## config.mk

```make
export PLATFORM = sky130hd
export DESIGN_NAME = regfile_read_arbiter
export DESIGN_NICKNAME = d
export VERILOG_FILES = /design/src/rtl/regfile_arb_pkg.sv /design/src/rtl/regfile_read_arbiter_rr_arbiter.sv /design/src/rtl/regfile_read_arbiter.sv
export SDC_FILE = /design/constraint.sdc
export NUM_CORES = 1
export LEC_CHECK = 0
export CORE_ASPECT_RATIO = 1.2
export CORE_MARGIN = 8
export CORE_UTILIZATION = 30
export CTS_CLUSTER_DIAMETER = 200
export DETAILED_ROUTE_END_ITERATION = 8
export GPL_ROUTABILITY_DRIVEN = 1
export GPL_TIMING_DRIVEN = 0
export PLACE_DENSITY = 0.73
export SLEW_MARGIN = 20
export SYNTH_ARGS = -nofsm -noshare
export SYNTH_HDL_FRONTEND = slang
export SYNTH_SLANG_ARGS = --single-unit
```

## constraint.sdc

```tcl
create_clock -name clk -period 3 [get_ports clk]
set_input_delay 0.6 -clock clk [delete_from_list [all_inputs] [get_ports clk]]
set_output_delay 0.6 -clock clk [all_outputs]
set_load 0.005 [all_outputs]
```

## src/rtl/regfile_arb_pkg.sv

```systemverilog
// Shared types and constants for the register-file read-port arbiter.
package regfile_arb_pkg;

   localparam int unsigned REG_ADDR_W = 5;
   localparam logic [REG_ADDR_W-1:0] REG_ZERO = 5'd0;

   typedef enum logic {
      IDLE = 1'b0,
      RESP = 1'b1
   } state_t;

endpackage : regfile_arb_pkg

```

## src/rtl/regfile_read_arbiter_rr_arbiter.sv

```systemverilog
// Round-robin arbiter: first asserted request at or after the pointer wins, wrapping to 0.
module rr_arbiter #(
   parameter int unsigned NUM_REQ = 4,
   parameter int unsigned ID_W    = 2
) (
   input  logic [NUM_REQ-1:0] req,
   input  logic [ID_W-1:0]    ptr,
   input  logic               en,
   output logic [NUM_REQ-1:0] grant_c,
   output logic [ID_W-1:0]    winner_c,
   output logic               any_c
);

   int unsigned idx;

   // Scan offsets from the pointer; requester i is only indexed by a constant to keep selects static.
   always_comb begin
      grant_c  = '0;
      winner_c = '0;
      any_c    = 1'b0;
      idx      = 0;
      for (int unsigned k = 0; k < NUM_REQ; k++) begin
         idx = (32'(ptr) + k) % NUM_REQ;
         for (int unsigned i = 0; i < NUM_REQ; i++) begin
            if (en && !any_c && (idx == i) && req[i]) begin
               any_c      = 1'b1;
               grant_c[i] = 1'b1;
               winner_c   = ID_W'(i);
            end
         end
      end
   end

endmodule : rr_arbiter

```

## src/rtl/regfile_read_arbiter.sv

```systemverilog
// Shares the single register-file read port among NUM_REQ requesters with a registered response.
// Optional same-cycle write forwarding when REGFILE_ARB_BYPASS_EN is defined.
module regfile_read_arbiter
   import regfile_arb_pkg::*;
#(
   parameter int unsigned N       = 32,
   parameter int unsigned NUM_REQ = 4,
   parameter int unsigned ID_W    = 2
) (
   input  logic                             clk,
   input  logic                             reset,
   input  logic [NUM_REQ-1:0]               in_Req_Valid,
   input  logic [REG_ADDR_W*NUM_REQ-1:0]    in_Req_Addr,
   output logic [NUM_REQ-1:0]               o_Req_Ready,
   output logic [REG_ADDR_W-1:0]            o_MUX_Selector_5,
   input  logic [N-1:0]                     in_MUX_Data,
   input  logic                             in_Wr_En,
   input  logic [REG_ADDR_W-1:0]            in_Wr_Addr,
   input  logic [N-1:0]                     in_Wr_Data,
   output logic                             o_Rsp_Valid,
   output logic [ID_W-1:0]                  o_Rsp_Id,
   output logic [N-1:0]                     o_Rsp_Data,
   input  logic                             in_Rsp_Ready
);

   state_t                  state_q, state_d;
   logic                    slot_free_c;
   logic                    grant_any_c;
   logic [NUM_REQ-1:0]      grant_c;
   logic [ID_W-1:0]         winner_c;
   logic [ID_W-1:0]         ptr_q;
   logic [ID_W-1:0]         ptr_next_c;
   logic [REG_ADDR_W-1:0]   win_addr_c;
   logic [REG_ADDR_W-1:0]   last_sel_q;
   logic                    bypass_hit_c;
   logic [N-1:0]            cap_data_c;

   // Output slot is free when empty or when the held response leaves this cycle; no grants in reset.
   assign slot_free_c = reset & ((state_q == IDLE) | in_Rsp_Ready);

   rr_arbiter #(
      .NUM_REQ (NUM_REQ),
      .ID_W    (ID_W)
   ) u_rr (
      .req      (in_Req_Valid),
      .ptr      (ptr_q),
      .en       (slot_free_c),
      .grant_c  (grant_c),
      .winner_c (winner_c),
      .any_c    (grant_any_c)
   );

   always_comb begin
      win_addr_c = REG_ZERO;
      for (int unsigned i = 0; i < NUM_REQ; i++) begin
         if (ID_W'(i) == winner_c) begin
            win_addr_c = in_Req_Addr[i*REG_ADDR_W +: REG_ADDR_W];
         end
      end
   end

`ifdef REGFILE_ARB_BYPASS_EN
   assign bypass_hit_c = in_Wr_En & (in_Wr_Addr == win_addr_c);
`else
   logic unused_wr;
   assign bypass_hit_c = 1'b0;
   assign unused_wr    = &{1'b0, in_Wr_En, in_Wr_Addr, in_Wr_Data};
`endif

   // r0 reads as zero regardless of what the mux or a snooped write present.
   assign cap_data_c = (win_addr_c == REG_ZERO) ? '0 :
                       bypass_hit_c             ? in_Wr_Data : in_MUX_Data;

   assign ptr_next_c = (32'(winner_c) == NUM_REQ - 1) ? '0 : winner_c + ID_W'(1);

   always_ff @(posedge clk or negedge reset) begin
      if (!reset) begin
         state_q <= IDLE;
      end else begin
         state_q <= state_d;
      end
   end

   always_comb begin
      state_d          = state_q;
      o_Req_Ready      = grant_c;
      o_MUX_Selector_5 = last_sel_q;
      if (grant_any_c) begin
         state_d          = RESP;
         o_MUX_Selector_5 = win_addr_c;
      end else if ((state_q == RESP) && in_Rsp_Ready) begin
         state_d = IDLE;
      end
   end

   // Response registers, RR pointer and last selector value.
   always_ff @(posedge clk or negedge reset) begin
      if (!reset) begin
         o_Rsp_Valid <= 1'b0;
         o_Rsp_Id    <= '0;
         o_Rsp_Data  <= '0;
         ptr_q       <= '0;
         last_sel_q  <= REG_ZERO;
      end else if (grant_any_c) begin
         o_Rsp_Valid <= 1'b1;
         o_Rsp_Id    <= winner_c;
         o_Rsp_Data  <= cap_data_c;
         ptr_q       <= ptr_next_c;
         last_sel_q  <= win_addr_c;
      end else if ((state_q == RESP) && in_Rsp_Ready) begin
         o_Rsp_Valid <= 1'b0;
      end
   end

endmodule : regfile_read_arbiter

```

# Yosys cells after proc, flatten, opt, wreduce, memory -nomap -nowiden
# Cells that the tools add are included.
dict set report word_totals {
  register_bits 42
  out_inout_bits 44
  elab_cells 153
}
dict set report classes {
  addsub 4
  n_eq_ne 16
  mux 55
  bitwise_logic 3
  n_reduce_logical 70
}
# cell n
set op_table {}
lappend op_table {{zero test 32 bit} 4}
lappend op_table {{logical AND 1 bit} 48}
lappend op_table {{two-way mux 1 bit} 34}
lappend op_table {{two-way mux 32 bit} 1}
lappend op_table {{two-way mux 2 bit} 15}
lappend op_table {{two-way mux 5 bit} 5}
lappend op_table {{== test 2 bit (second input constant)} 9}
lappend op_table {{zero test 1 bit} 15}
lappend op_table {{== test 2 x 1 -> 1 bit (second input constant)} 4}
lappend op_table {{zero test 5 bit} 1}
lappend op_table {{adder 2 x 1 -> 2 bit (second input constant)} 2}
lappend op_table {{adder 2 bit (second input constant)} 2}
lappend op_table {{== test 2 bit (first input constant)} 2}
lappend op_table {{== test 1 x 2 -> 1 bit (first input constant)} 1}
lappend op_table {{zero test 2 bit} 1}
lappend op_table {{nonzero test 2 bit} 1}
lappend op_table {{bitwise AND 1 bit} 1}
lappend op_table {{NOT 1 bit} 1}
lappend op_table {{OR 1 bit} 1}

# Longest topological paths before layout
# Gate-level depths: netlist of run 1.
dict set report depth {
  ltp_word 88
  mapped_depth 12
}

# Modules after synthesis
# A second synthesis of run 1 with hierarchy kept.
dict set report hier_totals {
  hier_cells 197
  area_unflattened_um2 2262.2
}
# mod instances cells_each area_each_um2 seq_area_each_um2
set by_module_without_submodules {}
lappend by_module_without_submodules {regfile_read_arbiter 1 172 2077.0 1051.0}
lappend by_module_without_submodules {rr_arbiter 1 25 185.2 0.0}

# Least setup slack after synthesis of run 1
# Ideal clock, no wire load.
dict set report synth_path {
  kind {input -> output}
  start {in in_Rsp_Ready}
  end {out o_MUX_Selector_5[2]}
  arrival_ps 2350
  path_slack_ps 50
  path_stages 10
  path_cell_list {nand2b_1 nand2_1 a211oi_1 a31oi_1 ha_1 clkbuf_1 nor2b_1 a221oi_1 o31a_1 o21ai_1}
}
dict set report synth_via {
  elab_chain_len 86
}
# item line_no
set synth_lines {}
lappend synth_lines {{start: declaration} regfile_read_arbiter.sv:23} ;# input logic in_Rsp_Ready
lappend synth_lines {{OR 1 bit *} regfile_read_arbiter.sv:39} ;# assign slot_free_c = reset & ((state_q == IDLE) | in_Rsp_Ready);
lappend synth_lines {{bitwise AND 1 bit *} regfile_read_arbiter.sv:39}
lappend synth_lines {{logical AND 1 bit (2 in a row)} regfile_read_arbiter_rr_arbiter.sv:25} ;# if (en && !any_c && (idx == i) && req[i]) begin
lappend synth_lines {{two-way mux 1 bit} regfile_read_arbiter_rr_arbiter.sv:25}
lappend synth_lines {{zero test 1 bit} regfile_read_arbiter_rr_arbiter.sv:25}
lappend synth_lines {{logical AND 1 bit (3 in a row)} regfile_read_arbiter_rr_arbiter.sv:25}
lappend synth_lines {{two-way mux 1 bit} regfile_read_arbiter_rr_arbiter.sv:25}
lappend synth_lines {{zero test 1 bit} regfile_read_arbiter_rr_arbiter.sv:25}
lappend synth_lines {{[60 not listed]} --}
lappend synth_lines {{logical AND 1 bit (3 in a row)} regfile_read_arbiter_rr_arbiter.sv:25}
lappend synth_lines {{two-way mux 1 bit} regfile_read_arbiter_rr_arbiter.sv:25}
lappend synth_lines {{zero test 1 bit} regfile_read_arbiter_rr_arbiter.sv:25}
lappend synth_lines {{logical AND 1 bit (3 in a row)} regfile_read_arbiter_rr_arbiter.sv:25}
lappend synth_lines {{two-way mux 2 bit} regfile_read_arbiter_rr_arbiter.sv:25}
lappend synth_lines {{zero test 2 bit} regfile_read_arbiter.sv:56} ;# if (ID_W'(i) == winner_c) begin
lappend synth_lines {{two-way mux 5 bit (4 in a row)} regfile_read_arbiter.sv:56}
lappend synth_lines {{two-way mux 5 bit *} --}
lappend synth_lines {{end: declaration} regfile_read_arbiter.sv:15} ;# output logic [REG_ADDR_W-1:0] o_MUX_Selector_5,
# Mark *: on every way between the ends. The rest lies on a longest branch, timed or not.

# Final worst setup path of run 1
dict set report layout_path {
  start {in in_Req_Valid[0]}
  end {out o_MUX_Selector_5[1]}
}
dict set report layout_via {
  elab_chain_len 83
}
# item line_no
set layout_lines {}
lappend layout_lines {{start: declaration} regfile_read_arbiter.sv:12} ;# input logic [NUM_REQ-1:0] in_Req_Valid,
lappend layout_lines {{logical AND 1 bit} regfile_read_arbiter_rr_arbiter.sv:25}
lappend layout_lines {{two-way mux 1 bit} regfile_read_arbiter_rr_arbiter.sv:25}
lappend layout_lines {{zero test 1 bit} regfile_read_arbiter_rr_arbiter.sv:25}
lappend layout_lines {{logical AND 1 bit (3 in a row)} regfile_read_arbiter_rr_arbiter.sv:25}
lappend layout_lines {{two-way mux 1 bit} regfile_read_arbiter_rr_arbiter.sv:25}
lappend layout_lines {{zero test 1 bit} regfile_read_arbiter_rr_arbiter.sv:25}
lappend layout_lines {{logical AND 1 bit (3 in a row)} regfile_read_arbiter_rr_arbiter.sv:25}
lappend layout_lines {{two-way mux 1 bit} regfile_read_arbiter_rr_arbiter.sv:25}
lappend layout_lines {{[56 not listed]} --}
lappend layout_lines {{logical AND 1 bit (3 in a row)} regfile_read_arbiter_rr_arbiter.sv:25}
lappend layout_lines {{two-way mux 1 bit} regfile_read_arbiter_rr_arbiter.sv:25}
lappend layout_lines {{zero test 1 bit} regfile_read_arbiter_rr_arbiter.sv:25}
lappend layout_lines {{logical AND 1 bit (3 in a row)} regfile_read_arbiter_rr_arbiter.sv:25}
lappend layout_lines {{two-way mux 2 bit} regfile_read_arbiter_rr_arbiter.sv:25}
lappend layout_lines {{zero test 2 bit} regfile_read_arbiter.sv:56}
lappend layout_lines {{two-way mux 5 bit (4 in a row)} regfile_read_arbiter.sv:56}
lappend layout_lines {{two-way mux 5 bit *} --}
# Marks and branches as above.

==> results, run 1 <==
- Among all flip-flop cells after synthesis, the most frequent one is sky130_fd_sc_hd__dfrtp_1.
- In the global route stage, overall resource usage came out at 0.148.
- The die is 113 µm tall.
- The number of nets in the synthesized netlist is 322.
- The kind of cell with the highest combined delay along the critical path is compound AO/OA/AOI/OAI gates.
- approximately 140 I/O pins were placed.
- The critical path's most frequent cell is sky130_fd_sc_hd__nor2b_4.
- The final worst clock skew is just under 0.01 ns.
- The number of diodes is 0.
- The clock drives 42 sinks.
- The number of search-and-repair iterations in the first detailed-routing pass is 4.
- The worst setup path is launched from an input pin.
- The slack of the critical path is -0.0388 ns.
- The total overflow left after global routing is 0.
- Port buffering added between 100 and 150 buffers.
- The later-pin clock latency in the skew report is 0.30 ns.
- The final critical path time including I/O delays and setup is 3.04 ns.
- The number of buffers and inverters on the critical path is 3.
- For this run, the number of Yosys warnings is 0.
- The synthesized netlist cell count is 221.
- The number of vias per cell after detailed routing is 5.27.
- From left edge to right edge, the die measures 96.5 µm.
- Leaving out fill and tap cells, the most frequent cell in the layout is sky130_fd_sc_hd__clkdlybuf4s50_1.
- The library cells used most frequently in the layout, excluding fill and tap cells, are sky130_fd_sc_hd__clkdlybuf4s50_1 (91), sky130_fd_sc_hd__dfrtp_1 (40), sky130_fd_sc_hd__mux2i_1 (32).
- The total standard cell area after synthesis is 2330 µm².
- At the worst endpoint, the required time is 2.40 ns.
- TritonCTS built the clock tree.
- The congestion estimate from routability-driven global placement came to 0.858.
- For this run, the number of standard cells in the final layout without fillers is 444.
- STA classifies the critical path endpoint as an output pin.
- The critical setup path kind is in -> out.
- The number of buffers between clock root and the deepest sink is 2.
- The stage delay of the slowest cell on the critical path is 0.36 ns.
- After synthesis the netlist holds a flip-flop and latch count of 42.
- Static timing analysis puts the maximum clock frequency at 0.329 GHz.
- The post-route worst hold slack is 0.0906 ns.
- The master cell of the clock root buffer is sky130_fd_sc_hd__clkbuf_8.
- The leakage component of the power is 1.81 nW.
- The HPWL after detailed placement is 5570 µm.
- The row count is 35.
- The initial utilization of the core area, before any placement, comes to 0.306.
- The number of design rule violations left after detail routing is 0.
- Setup violations remaining at the end of the flow were counted as 2.
- After clock tree synthesis, the clock-pin slew on the worst setup and hold paths is 0.10 ns.
- The checks that failed: negative setup slack.
- The number of max-slew violations in the final report is 0.
- The area enclosed by the die boundary is 10900 µm².
- The part of the Yosys area used for sequential elements is 0.450.
- Max-cap violations in this run came to 0.
- Yosys mapped a number of flops with a built-in enable equal to 0.
- The synthesized area per cell is 10.6 µm².
- The critical path goes through buf_4 > nor2b_4 > o21bai_4 > a211oi_4 > a31oi_4 > ha_4 > nor2b_4 > buf_6 > a21oi_2 > o31ai_2 > buf_2.
- The initial antenna violation count came to 0.
- The data arrival time of the critical path is 2.44 ns.
- The count of nets left with antenna violations once routing finished came out at 0.
- In this run the number of H-tree levels came out at 2.
- The final hold violation count is 0.
- The total via count in the routed design is ~2300.
- IR analysis of the VDD net gives a maximum drop of 0.315 mV.
- The headroom to the max-slew limit is 0.676.
- The first-pass GRT wire length is about 13000 µm.
- At the pin with the least slew margin, the transition time is a little under 0.5 ns.
- The core region is 7620 µm².
- The flow ran to the end, but the final reports show violations.
- The share of the cycle needed by the critical path after routing is 1.01.
- Once placement completed, the tool counted placed cells totaling roughly 420.
- The via count of the first global-routing pass is 2613.
- The pin count of the biggest net entering global routing is 17.
- The aggregate routed wire length is 8200 µm.
- On the critical path, the stage with the largest delay is an instance of sky130_fd_sc_hd__a211oi_4.
- The number of clock buffers inserted by TritonCTS is 5.
- The detailed-route wire length per cell is ~18 µm.
- The quantity of hold-fixing buffers added after cts is 0.
- The worst hold path class is in -> async.
- The maximum fanout along the worst path is 7.
- The area growth from synthesis to layout is 76.8%.
- The fraction of layout instances using a drive strength above 1 is 0.318.
- The layout net count is 452.
- The areal power density over the cells is around 610 nW/µm².
- Setup repair after global routing could not meet its margin everywhere.
- The detailed router finished its first iteration with 82 violations.
- The count of distinct cell types in the synthesized netlist is 44.
- The share of flip-flops with an asynchronous set or reset after synthesis is 1.00.
## metal layers
layer	GRT usage	wire, µm	vias to the layer above
met5	0	0	-
met4	0.0466	157	0
met3	0.0494	594	15
met2	0.255	4280	72
met1	0.164	3170	1165
li1	-	-	1090
## where the power goes
| group | internal, mW | total (mW) | switching [mW] |
|---|---|---|---|
| sequential | 0.716 | 0.806 | 0.0907 |
| combinational | 0.699 | 1.25 | 0.550 |
| clock | 0.254 | 0.482 | 0.228 |
| total | 1.67 | 2.54 | 0.869 |
## per-stage QoR
step	area (µm²)	total power, mW	util	TNS, ns	setup slack, ns
floorplan	2330	1.26	-	0	0.0502
global placement	3460	1.77	0.454	-112.30	-3.01
detailed placement	3470	1.79	0.456	-37.84	-1.46
CTS	4030	2.49	0.529	-0.0104	-0.0104
global route	4130	2.68	0.542	-0.534	-0.145
finish	4130	2.54	0.542	-0.0509	-0.0388
## cell families after synthesis
logic type,Yosys count,synth area share
adders and majority gates,4,0.0214
muxes,33,0.142
buffers and inverters,26,0.0767
DFF,42,0.450
AOI/OAI and AO/OA,79,0.228
and+or+nand+nor,37,0.0815
## flip-flops by register name (all words and copies together) (netlist names)
signal and cells:
o_Rsp_Data 32, last_sel_q 5, o_Rsp_Id 2, ptr_q 2
o_Rsp_Valid 1
## synthesized netlist by cell type (all sizes together), types with 2 or more instances
library cell  number  area [µm²]
a31oi             34         225
o22ai              5        31.3
nand3              2        15.0
dfrtp             42        1050
a21oi             11        55.1
nor3b              2        15.0
nor2b              3        18.8
a21o               2        15.0
a211oi             3        22.5
a221oi             2        17.5
and3               2        12.5
o21ai              6        30.0
ha                 4        50.1
mux2i             32         320
clkbuf             7        26.3
nand2b             3        18.8
a211o              2        17.5
buf               14         134
nor2              10        37.5
nand2             11        41.3
o31ai              3        22.5
inv                5        18.8
## layout make-up
cell class,count,area [µm²]
Buffer,16,164
Clock buffer,5,68.8
Clock inverter,3,48.8
Fill cell,706,3490
Inverter,5,25.0
Multi-Input combinational cell,153,1380
Sequential cell,42,1050
Tap cell,92,115
Timing Repair Buffer,128,1270
## worst paths after layout
kind | start | endpoint | slack (ns) | cells past startpoint
worst max register to register | ptr_q[1]$_DFFE_PN0N_ | o_Rsp_Data[4]$_DFFE_PN0N_ | 0.17 | 14
min in group clk | last_sel_q[2]$_DFF_PN0_ | last_sel_q[2]$_DFF_PN0_ | 0.48 | 2
worst min register to register | last_sel_q[2]$_DFF_PN0_ | last_sel_q[2]$_DFF_PN0_ | 0.48 | 2
worst min-delay path | reset | o_Rsp_Data[12]$_DFFE_PN0N_ | 0.09 | 1
worst max-delay path | in_Req_Valid[0] | o_MUX_Selector_5[1] | -0.04 | 11
max in group asynchronous | reset | ptr_q[0]$_DFFE_PN0N_ | 2.36 | 3
## what timing repair did
action | CTS | global route
pin swaps | 16 | 12
buffers inserted | 22 | 3
setup endpoints to repair | 41 | 35
cloned | 1 | 0
resized for setup | 104 | 24
Note: power is estimated with default switching activity, not from simulation.
==> run 2: changes to the inputs <==
--- a/config.mk
+++ b/config.mk
@@ -9,6 +9,7 @@
 export CORE_MARGIN = 8
 export CORE_UTILIZATION = 30
 export CTS_CLUSTER_DIAMETER = 200
+export CTS_CLUSTER_SIZE = 10
 export DETAILED_ROUTE_END_ITERATION = 8
 export GPL_ROUTABILITY_DRIVEN = 1
 export GPL_TIMING_DRIVEN = 0
==> results of run 2 <==
Final layout, timing and power as in run 1 (identical DEF).
